==> config.mk <==
export PLATFORM = sky130hd
export DESIGN_NAME = pipe_ctrl
export DESIGN_NICKNAME = d
export VERILOG_FILES = /design/src/rtl/pipe_ctrl_pkg.sv /design/src/rtl/pipe_ctrl_hazard_detect.sv /design/src/rtl/pipe_ctrl.sv
export SDC_FILE = /design/constraint.sdc
export NUM_CORES = 1
export LEC_CHECK = 0
export CORE_MARGIN = 4
export CORE_UTILIZATION = 44
export CTS_BUF_LIST = sky130_fd_sc_hd__clkbuf_4 sky130_fd_sc_hd__clkbuf_8
export CTS_CLUSTER_SIZE = 24
export DETAILED_ROUTE_END_ITERATION = 10
export MAX_ROUTING_LAYER = met4
export PLACE_DENSITY = 0.88
export SYNTH_ARGS = -nofsm -noshare
export SYNTH_HDL_FRONTEND = slang
export SYNTH_SLANG_ARGS = --single-unit
==> constraint.sdc <==
create_clock -name clk -period 3 [get_ports clk]
set_input_delay 0.6 -clock clk [delete_from_list [all_inputs] [get_ports clk]]
set_output_delay 0.6 -clock clk [all_outputs]
set_load 0.005 [all_outputs]
==> src/rtl/pipe_ctrl_pkg.sv <==
// Shared definitions for the pipeline sequencer: FSM state encodings,
// the NOP instruction word and the register-address width.
package pipe_ctrl_pkg;

    localparam int          REG_AW   = 5;
    localparam logic [31:0] NOP_INSN = 32'h00000013;

    typedef enum logic [1:0] {
        ST_RUN   = 2'd0,
        ST_FLUSH = 2'd1,
        ST_BUSY  = 2'd2,
        ST_HALT  = 2'd3
    } state_e;

endpackage

==> src/rtl/pipe_ctrl_hazard_detect.sv <==
// Load-use hazard compare: the instruction in ID reads a register that the
// load currently in id_ex has not yet written back.
module pipe_ctrl_hazard_detect
    import pipe_ctrl_pkg::*;
(
    input  logic              ex_load_i,
    input  logic [REG_AW-1:0] ex_rd_addr_i,
    input  logic [REG_AW-1:0] id_rs1_addr_i,
    input  logic [REG_AW-1:0] id_rs2_addr_i,
    input  logic              id_rs1_used_i,
    input  logic              id_rs2_used_i,
    output logic              load_use_o
);

    logic rs1_hit;
    logic rs2_hit;

    assign rs1_hit    = id_rs1_used_i && (id_rs1_addr_i == ex_rd_addr_i);
    assign rs2_hit    = id_rs2_used_i && (id_rs2_addr_i == ex_rd_addr_i);
    // x0 is hard-wired to zero, so a load targeting it can never create a hazard
    assign load_use_o = ex_load_i && (ex_rd_addr_i != '0) && (rs1_hit || rs2_hit);

endmodule

==> src/rtl/pipe_ctrl.sv <==
// Pipeline sequencer for the 3-stage core: arbitrates redirects, load-use
// stalls, multi-cycle EX holds and debug halt; counts stall cycles.
module pipe_ctrl
    import pipe_ctrl_pkg::*;
#(
    parameter int JUMP_FLUSH   = 1,
    parameter int BUSY_TIMEOUT = 1023,
    parameter int CNT_W        = 16
) (
    input  logic              clk,
    input  logic              rst,
    input  logic              jump_en_i,
    input  logic [31:0]       jump_addr_i,
    input  logic              ex_busy_i,
    input  logic              ex_load_i,
    input  logic [REG_AW-1:0] ex_rd_addr_i,
    input  logic [REG_AW-1:0] id_rs1_addr_i,
    input  logic [REG_AW-1:0] id_rs2_addr_i,
    input  logic              id_rs1_used_i,
    input  logic              id_rs2_used_i,
    input  logic              halt_req_i,
    output logic              pc_jump_en_o,
    output logic [31:0]       pc_jump_addr_o,
    output logic              pc_hold_o,
    output logic              if_id_hold_o,
    output logic              if_id_flush_o,
    output logic              id_ex_hold_o,
    output logic              id_ex_flush_o,
    output logic              halted_o,
    output logic              err_o,
    output logic [CNT_W-1:0]  stall_cnt_o
);

    localparam int FL_W = 3;
    localparam int BZ_W = $clog2(BUSY_TIMEOUT + 1);

    state_e          state_q;
    state_e          state_d;
    logic [FL_W-1:0] flush_cnt_q;
    logic [BZ_W-1:0] busy_cnt_q;
    logic [BZ_W-1:0] busy_cnt_inc;
    logic            load_use;

    logic jmp;
    logic pc_hold;
    logic if_id_hold;
    logic if_id_flush;
    logic id_ex_hold;
    logic id_ex_flush;

    function automatic logic [CNT_W-1:0] sat_inc(input logic [CNT_W-1:0] v);
        return (&v) ? v : v + CNT_W'(1);
    endfunction

    pipe_ctrl_hazard_detect u_hazard (
        .ex_load_i     (ex_load_i),
        .ex_rd_addr_i  (ex_rd_addr_i),
        .id_rs1_addr_i (id_rs1_addr_i),
        .id_rs2_addr_i (id_rs2_addr_i),
        .id_rs1_used_i (id_rs1_used_i),
        .id_rs2_used_i (id_rs2_used_i),
        .load_use_o    (load_use)
    );

    always_comb begin
        state_d     = state_q;
        jmp         = 1'b0;
        pc_hold     = 1'b0;
        if_id_hold  = 1'b0;
        if_id_flush = 1'b0;
        id_ex_hold  = 1'b0;
        id_ex_flush = 1'b0;
        case (state_q)
            // BUSY falls back to the RUN rules in the cycle ex_busy_i drops
            ST_RUN, ST_BUSY: begin
                if (ex_busy_i) begin
                    pc_hold    = 1'b1;
                    if_id_hold = 1'b1;
                    id_ex_hold = 1'b1;
                    state_d    = ST_BUSY;
                end else if (jump_en_i) begin
                    jmp         = 1'b1;
                    if_id_flush = 1'b1;
                    id_ex_flush = 1'b1;
                    state_d     = ST_FLUSH;
                end else if (load_use) begin
                    pc_hold     = 1'b1;
                    if_id_hold  = 1'b1;
                    id_ex_flush = 1'b1;
                    state_d     = ST_RUN;
                end else if (halt_req_i) begin
                    pc_hold     = 1'b1;
                    if_id_hold  = 1'b1;
                    id_ex_flush = 1'b1;
                    state_d     = ST_HALT;
                end else begin
                    state_d = ST_RUN;
                end
            end
            ST_FLUSH: begin
                if_id_flush = 1'b1;
                id_ex_flush = 1'b1;
                if (flush_cnt_q <= FL_W'(1)) state_d = ST_RUN;
            end
            ST_HALT: begin
                pc_hold    = 1'b1;
                if_id_hold = 1'b1;
                id_ex_hold = 1'b1;
                if (!halt_req_i) state_d = ST_RUN;
            end
        endcase
    end

    // Reset forces every control low; a flush always overrides a hold on the same stage
    assign pc_jump_en_o   = rst & jmp;
    assign pc_jump_addr_o = (rst & jmp) ? jump_addr_i : 32'h0;
    assign pc_hold_o      = rst & pc_hold;
    assign if_id_flush_o  = rst & if_id_flush;
    assign if_id_hold_o   = rst & if_id_hold & ~if_id_flush;
    assign id_ex_flush_o  = rst & id_ex_flush;
    assign id_ex_hold_o   = rst & id_ex_hold & ~id_ex_flush;

    assign busy_cnt_inc = (busy_cnt_q == BZ_W'(BUSY_TIMEOUT)) ? busy_cnt_q
                                                              : busy_cnt_q + BZ_W'(1);

    always_ff @(posedge clk or negedge rst) begin
        if (!rst) begin
            state_q     <= ST_RUN;
            flush_cnt_q <= '0;
            busy_cnt_q  <= '0;
            halted_o    <= 1'b0;
            err_o       <= 1'b0;
            stall_cnt_o <= '0;
        end else begin
            state_q  <= state_d;
            halted_o <= (state_d == ST_HALT);

            if (jmp) begin
                flush_cnt_q <= FL_W'(JUMP_FLUSH);
            end else if (state_q == ST_FLUSH && flush_cnt_q != '0) begin
                flush_cnt_q <= flush_cnt_q - FL_W'(1);
            end

            // Consecutive busy cycles; err_o is sticky until reset
            if (state_d == ST_BUSY) begin
                busy_cnt_q <= busy_cnt_inc;
                if (busy_cnt_inc == BZ_W'(BUSY_TIMEOUT)) err_o <= 1'b1;
            end else begin
                busy_cnt_q <= '0;
            end

            if (pc_hold_o) stall_cnt_o <= sat_inc(stall_cnt_o);
        end
    end

endmodule
==> results of run 1 <==
placed cells by master (no fill, tap or decap), types with 4 or more instances in the layout:
| cell | instances |
|---|---|
| nand2b_1 | 5 |
| nand4_1 | 4 |
| inv_1 | 9 |
| dlymetal6s2s_1 | 4 |
| and2_1 | 4 |
| and3_1 | 37 |
| buf_6 | 4 |
| xor2_1 | 18 |
| ha_1 | 5 |
| a21oi_1 | 6 |
| nand3_1 | 9 |
| nor2_1 | 17 |
| dlygate4sd2_1 | 5 |
| clkbuf_8 | 5 |
| buf_4 | 11 |
| o21ai_0 | 4 |
| clkdlybuf4s50_1 | 100 |
| a31oi_1 | 6 |
| nor3_1 | 9 |
| nor4_1 | 4 |
| nand2_1 | 18 |
| dfrtp_1 | 33 |
| xnor2_1 | 14 |
metrics by stage:
step	worst slack (ps)	setup TNS, ps
2_1_floorplan	624.7	0
3_3_place_gp	-166.6	-404.0
3_5_place_dp	-232.2	-508.0
4_1_cts	19.36	0
5_1_grt	-10.42	-25.49
6_report	59.89	0
registers in the layout, indices dropped and copies added (netlist names):
register,cells
err_o,1
halted_o,1
stall_cnt_o,16
state_q,2
busy_cnt_q,10
flush_cnt_q,3
report_power, final:
| group | internal (W) | total (W) | switching [W] |
|---|---|---|---|
| registers | 0.000557 | 0.000697 | 0.000140 |
| clock network | 0.000170 | 0.000331 | 0.000161 |
| logic | 0.000488 | 0.000840 | 0.000352 |
| total | 0.00121 | 0.00187 | 0.000654 |
cell families after synthesis:
family | count (synthesis) | synth area share
and+or+nand+nor | 121 | 0.3092
xor gates and xnor gates | 32 | 0.1297
DFF | 33 | 0.3822
buffers and inverters | 21 | 0.04169
adders and majority gates | 5 | 0.02895
AOI/OAI and AO/OA | 30 | 0.09671
muxes | 2 | 0.01158
worst paths after layout:
check	start	end	slack, ps	cells after the start
max in group asynchronous	rst	busy_cnt_q[9]$_DFF_PN0_	2150	2
max	ex_busy_i	pc_jump_addr_o[31]	60	7
min	rst	flush_cnt_q[1]$_DFFE_PN0P_	190	1
min reg2reg	err_o$_DFFE_PN0P_	err_o$_DFFE_PN0P_	480	1
max reg2reg	stall_cnt_o[7]$_DFFE_PN0P_	stall_cnt_o[9]$_DFFE_PN0P_	790	5
min in group clk	err_o$_DFFE_PN0P_	err_o$_DFFE_PN0P_	480	1
synth_stat cells (3+ instances only):
library cell,number,area share
a31oi_1,6,0.017
a21oi_1,6,0.014
nand2_1,18,0.031
ha_1,5,0.029
and2_1,4,0.012
and3_1,37,0.11
nor3b_1,3,0.010
buf_2,3,0.0069
xnor2_1,14,0.057
xor2_1,18,0.073
nor4_1,4,0.012
nand4_1,4,0.012
clkbuf_1,8,0.014
dfrtp_1,33,0.38
nand3_1,10,0.023
nor2_1,17,0.030
inv_1,9,0.016
nor3_1,9,0.021
nand2b_1,5,0.014
o21ai_0,4,0.0093
cell type report:
| cell class | instances | share of cell area |
|---|---|---|
| inverters | 9 | 0.009558 |
| multi-input cells | 190 | 0.3614 |
| clock inverters | 2 | 0.002832 |
| repair buffers | 125 | 0.3473 |
| clock buffers | 6 | 0.02159 |
| flip-flops and latches | 33 | 0.2336 |
| well taps | 67 | 0.02372 |
routing by layer:
metal  vias to the layer above  GRT usage
li1                       1100          -
met1                      1065     0.2681
met2                        60     0.3604
met3                         8    0.04128
met4                         0    0.05944
met5                         -          -
critical path: stages:
cell             delay, ps
clkdlybuf4s50_1        420
buf_4                  170
nor3b_4                200
buf_6                  150
buf_6                  120
and3_1                 170
clkdlybuf4s50_1        510
timing repair:
| item | in CTS | in global routing |
|---|---|---|
| endpoints found under the hold margin | 0 | 0 |
| endpoints found under the setup margin | 3 | 31 |
| gates cloned | 0 | 3 |
| resized for setup | 8 | 16 |
| setup buffers | 0 | 1 |
| pin swaps | 1 | 1 |
==> out/qor.csv, run 1 <==
metric,value,unit
detail_route.vias_per_cell,5.169,
firstDrtPassIters,4,
number_of_top_level_pins,111,
power,0.001868,W
final-hold-violation-count,0,
dr_wl_met2,3471,µm
synth_area_per_cell,8.856,µm²
cts_tree,built,
syn-cell-area,0.002161,mm²
async_flop_share,1.000,
detailedPlacementHpwl,5091,µm
placed_instances,420,
drtAntennaViolNets,0,
std_cell_rows,25,
hold_buffers,0,
drt_first_iter_violations,147,
diodes_inserted,0,
hold_path_class,primary input to asynchronous set/reset pin,
globalplace.congestion,0.8984,
synth.lib_cells_used.distinct,43,
drive_gt1_frac,0.09315,
finish.utilization,0.7434,
max_freq,340.1,MHz
totalWireLength,6604,µm
status,finished clean,
slew-limit-headroom,0.2449,
syn_nets,304,
drc,0,
grt_first_pass_wirelength,10270,µm
drv_slew,0,
max_cap_viols,0,
post-route-min-period,2940,ps
layout.nets,424,
root_buffer,clkbuf_8,
number_of_antenna_violations_at_the_first_check_in_global_routing,0,
clock_latency,290,ps
vdd_drop_max,0.0004356,V
ys_warn_count,0,
yosys_most_used_dff,dfrtp_1,
area.sequential,825.8,µm²
start_util,0.4545,
skew,7.555,ps
synth_enable_flop_cells,0,
routed-via-count,2233,
wl_per_cell,15.29,µm
worstSetupEndpointType,primary output,
final_design_area_no_fill,0.003535,mm²
setup_viol_count_final,0,
power.density,528.5,mW/mm²
synthesis.instances,244,
floorplan.core_area,0.004755,mm²
number_of_global_route_vias_before_repair,2140,
dr.max_layer_used,met4,
htree_num_levels,2,
yosys_register_bits,33,
synth_sequential_area_ratio,0.3822,
path_class,primary input to primary output,
grt_start_max_net_pins,31,
tightest_slew,1118,ps
post-route-period-util,0.9800,
layout_overhead_on_the_synthesized_area,63.58,%
die_area,0.006096,mm²
worstPathRequired,2400,ps
multi_input_comb_area,0.001277,mm²
io_buffers,110,
fp.dieH,78.08,µm
clock_sinks,33,
fin_cells,432,
fp.dieW,78.08,µm
total_leakage_power,1.641,nW
worstSetupStartpointType,primary input,
critical_path_arrival,2340,ps
grt_remaining_overflow,0,
clock_transition_at_path_regs,70,ps
wl_met3,221,µm
cts_inserted_buffers,5,
grtUsageTotal,0.2155,
routedLengthMet1,2822,µm
finalHoldWorstSlack,185.3,ps
cts_buffer_depth,2,
crit_fanout,8,
dpl_cell_area,0.003372,mm²
final_layout_fill_cell_count,354,
Note: power is estimated with default switching activity, not from simulation.
==> run 2: changes to the inputs <==
CORE_UTILIZATION = 37   (was 44)
PLACE_DENSITY = 0.78   (was 0.88)
clock period = 2.5 ns   (was 3 ns; I/O delays follow)
==> run 2 against run 1 <==
Clock skew down 4.3 ps; sequential power up 18%; critical path type unchanged; non-clock buffer count up 10; final cell count up 3.2%; register-to-register slack worse by 340 ps; hold slack better by 67 ps; sequential cell count unchanged; clock power up 45%; critical path depth up 1.
==> out/qor.csv, run 2 (same netlist as run 1, synthesis figures left out) <==
metric,value,unit,change
setup_repair_after_global_routing_missed_its_margin,false,,
layout.nets,434,,+2.4%
hold_buffers,0,,unchanged
finalHoldWorstSlack,252.4,ps,+67.14 ps
hold_path_class,primary input to asynchronous set/reset pin,,
drtAntennaViolNets,0,,unchanged
drc,0,,unchanged
tightest_slew,522.7,ps,-595.7 ps
clock_sinks,33,,unchanged
clock_transition_at_path_regs,70,ps,about the same
critical_path_arrival,1910,ps,-430 ps
layout_common_cells,"clkdlybuf4s50_1, and3_1, dfrtp_1, dlygate4sd2_1, buf_4",,
grt_first_pass_wirelength,10340,µm,+0.74%
final_layout_fill_cell_count,477,,+35%
mostFrequentLayoutCell,clkdlybuf4s50_1,,
post-route-period-util,0.9643,,
io_buffers,110,,unchanged
cts_buffer_depth,2,,unchanged
diodes_inserted,0,,unchanged
final_design_area_no_fill,0.003642,mm²,+3.0%
globalplace.congestion,0.8627,,-4.0%
start_util,0.3877,,-0.06682
root_buffer,clkbuf_8,,
detail_route.vias_per_cell,4.975,,-3.7%
number_of_antenna_violations_at_the_first_check_in_global_routing,0,,unchanged
final-hold-violation-count,0,,unchanged
power.density,646.5,mW/mm²,+22%
grtUsageTotal,0.1834,,-0.03214
totalNegativeSetupSlack,0,ps,unchanged
cts_tree,built,,
drv_slew,0,,unchanged
fp.dieH,84.42,µm,+8.1%
worstSetupStartpointType,primary input,,
reg_with_most_ffs,stall_cnt_o,,
totalWireLength,6672,µm,+1.0%
max_freq,414.8,MHz,
max_cap_viols,0,,unchanged
drive_gt1_frac,0.1417,,+0.04856
total_leakage_power,1.918,nW,+17%
detailedPlacementHpwl,5130,µm,+0.78%
worstSetupEndpointType,primary output,,
wl_per_cell,14.96,µm,-2.1%
drt_first_iter_violations,163,,+11%
vdd_drop_max,0.0003830,V,-12%
skew,3.288,ps,-4.267 ps
number_of_top_level_pins,111,,unchanged
grt_start_max_net_pins,29,,-6.5%
floorplan.core_area,0.005574,mm²,+17%
setup_viol_count_final,0,,unchanged
routed-via-count,2219,,-0.63%
slew-limit-headroom,0.6496,,+0.4047
post-route-min-period,2411,ps,
fp.dieW,84.42,µm,+8.1%
path_class,primary input to primary output,,
grt_remaining_overflow,0,,unchanged
number_of_global_route_vias_before_repair,2167,,+1.3%
layout_overhead_on_the_synthesized_area,68.56,%,
worstPathRequired,2000,ps,-400 ps
htree_num_levels,2,,unchanged
dpl_cell_area,0.003466,mm²,+2.8%
largest_reg_flops,16,,unchanged
crit_fanout,2,,-6
firstDrtPassIters,4,,unchanged
placed_instances,435,,+3.6%
status,finished clean,,
std_cell_rows,27,,+8.0%
cts_inserted_buffers,5,,unchanged
die_area,0.007127,mm²,+17%
clock_latency,280,ps,about the same
largest_registers,"stall_cnt_o x16, busy_cnt_q x10, flush_cnt_q x3",,
fin_cells,446,,+3.2%
## run 2: changes by cell type in the layout (fill, tap and decap cells not counted), moves of 2 or more
cell,delta
buf_2,+4
buf_6,-2
clkdlybuf4s15_1,+3
buf_4,+11
dlymetal6s2s_1,+7
o21ai_2,+2
dlygate4sd2_1,+27
clkdlybuf4s50_1,-41
## run 2: final cells by class
cell class	instances	area, µm²	share of cell area
clock inverters	2	35.03	0.009619
multi-input cells	190	1318	0.3617
inverters	9	33.78	0.009275
clock buffers	5	68.82	0.01889
well taps	72	90.09	0.02473
flip-flops and latches	33	825.8	0.2267
repair buffers	135	1271	0.3490
## run 2: critical path: stages
cell             delay, ps
clkdlybuf4s50_1        500
xnor2_1                130
nand2_1                 90
o22ai_2                190
nor2b_4                190
o21ai_2                 60
a21boi_1               120
buf_2                  140
## run 2: power by group
group | internal [W] | total [W] | switching, W
clock | 0.000289 | 0.000481 | 0.000192
sequential | 0.000669 | 0.000822 | 0.000153
combinational | 0.000604 | 0.00105 | 0.000447
## run 2: repair_timing
action	CTS	global route
setup endpoints to repair	38	25
buffers inserted	2	2
gates resized for setup	62	21
pin swaps	4	15
cloned	0	0
## run 2: metrics by stage
step / utilization / total power [W] / worst slack, ps
2_1_floorplan: - / 0.001298 / 324.7
6_report: 0.6534 / 0.002355 / 89.16
3_3_place_gp: 0.6218 / 0.001827 / -503.5
5_1_grt: 0.6534 / 0.002509 / 2.062
4_1_cts: 0.6409 / 0.002335 / -186.7
3_5_place_dp: 0.6218 / 0.001853 / -504.8
## run 2: final timing paths
check,cells after the start,slack (ps),from,to
worst min register to register,1,490,err_o$_DFFE_PN0P_,err_o$_DFFE_PN0P_
worst min-delay path,2,250,rst,stall_cnt_o[5]$_DFFE_PN0P_
min in group clk,1,490,err_o$_DFFE_PN0P_,err_o$_DFFE_PN0P_
max in group asynchronous,3,1760,rst,halted_o$_DFF_PN0_
worst max register to register,8,450,state_q[0]$_DFF_PN0_,stall_cnt_o[14]$_DFFE_PN0P_
worst max-delay path,8,90,id_rs1_addr_i[0],id_ex_flush_o
## run 2: metal layers
metal / part of all wire / wire length [µm] / global-route usage / up-vias
met5: 0 / 0 / - / -
met4: 0.016 / 108 / 0.05180 / 0
met3: 0.033 / 220 / 0.03042 / 10
met2: 0.53 / 3526 / 0.3164 / 53
met1: 0.42 / 2816 / 0.2210 / 1041
li1: - / - / - / 1115
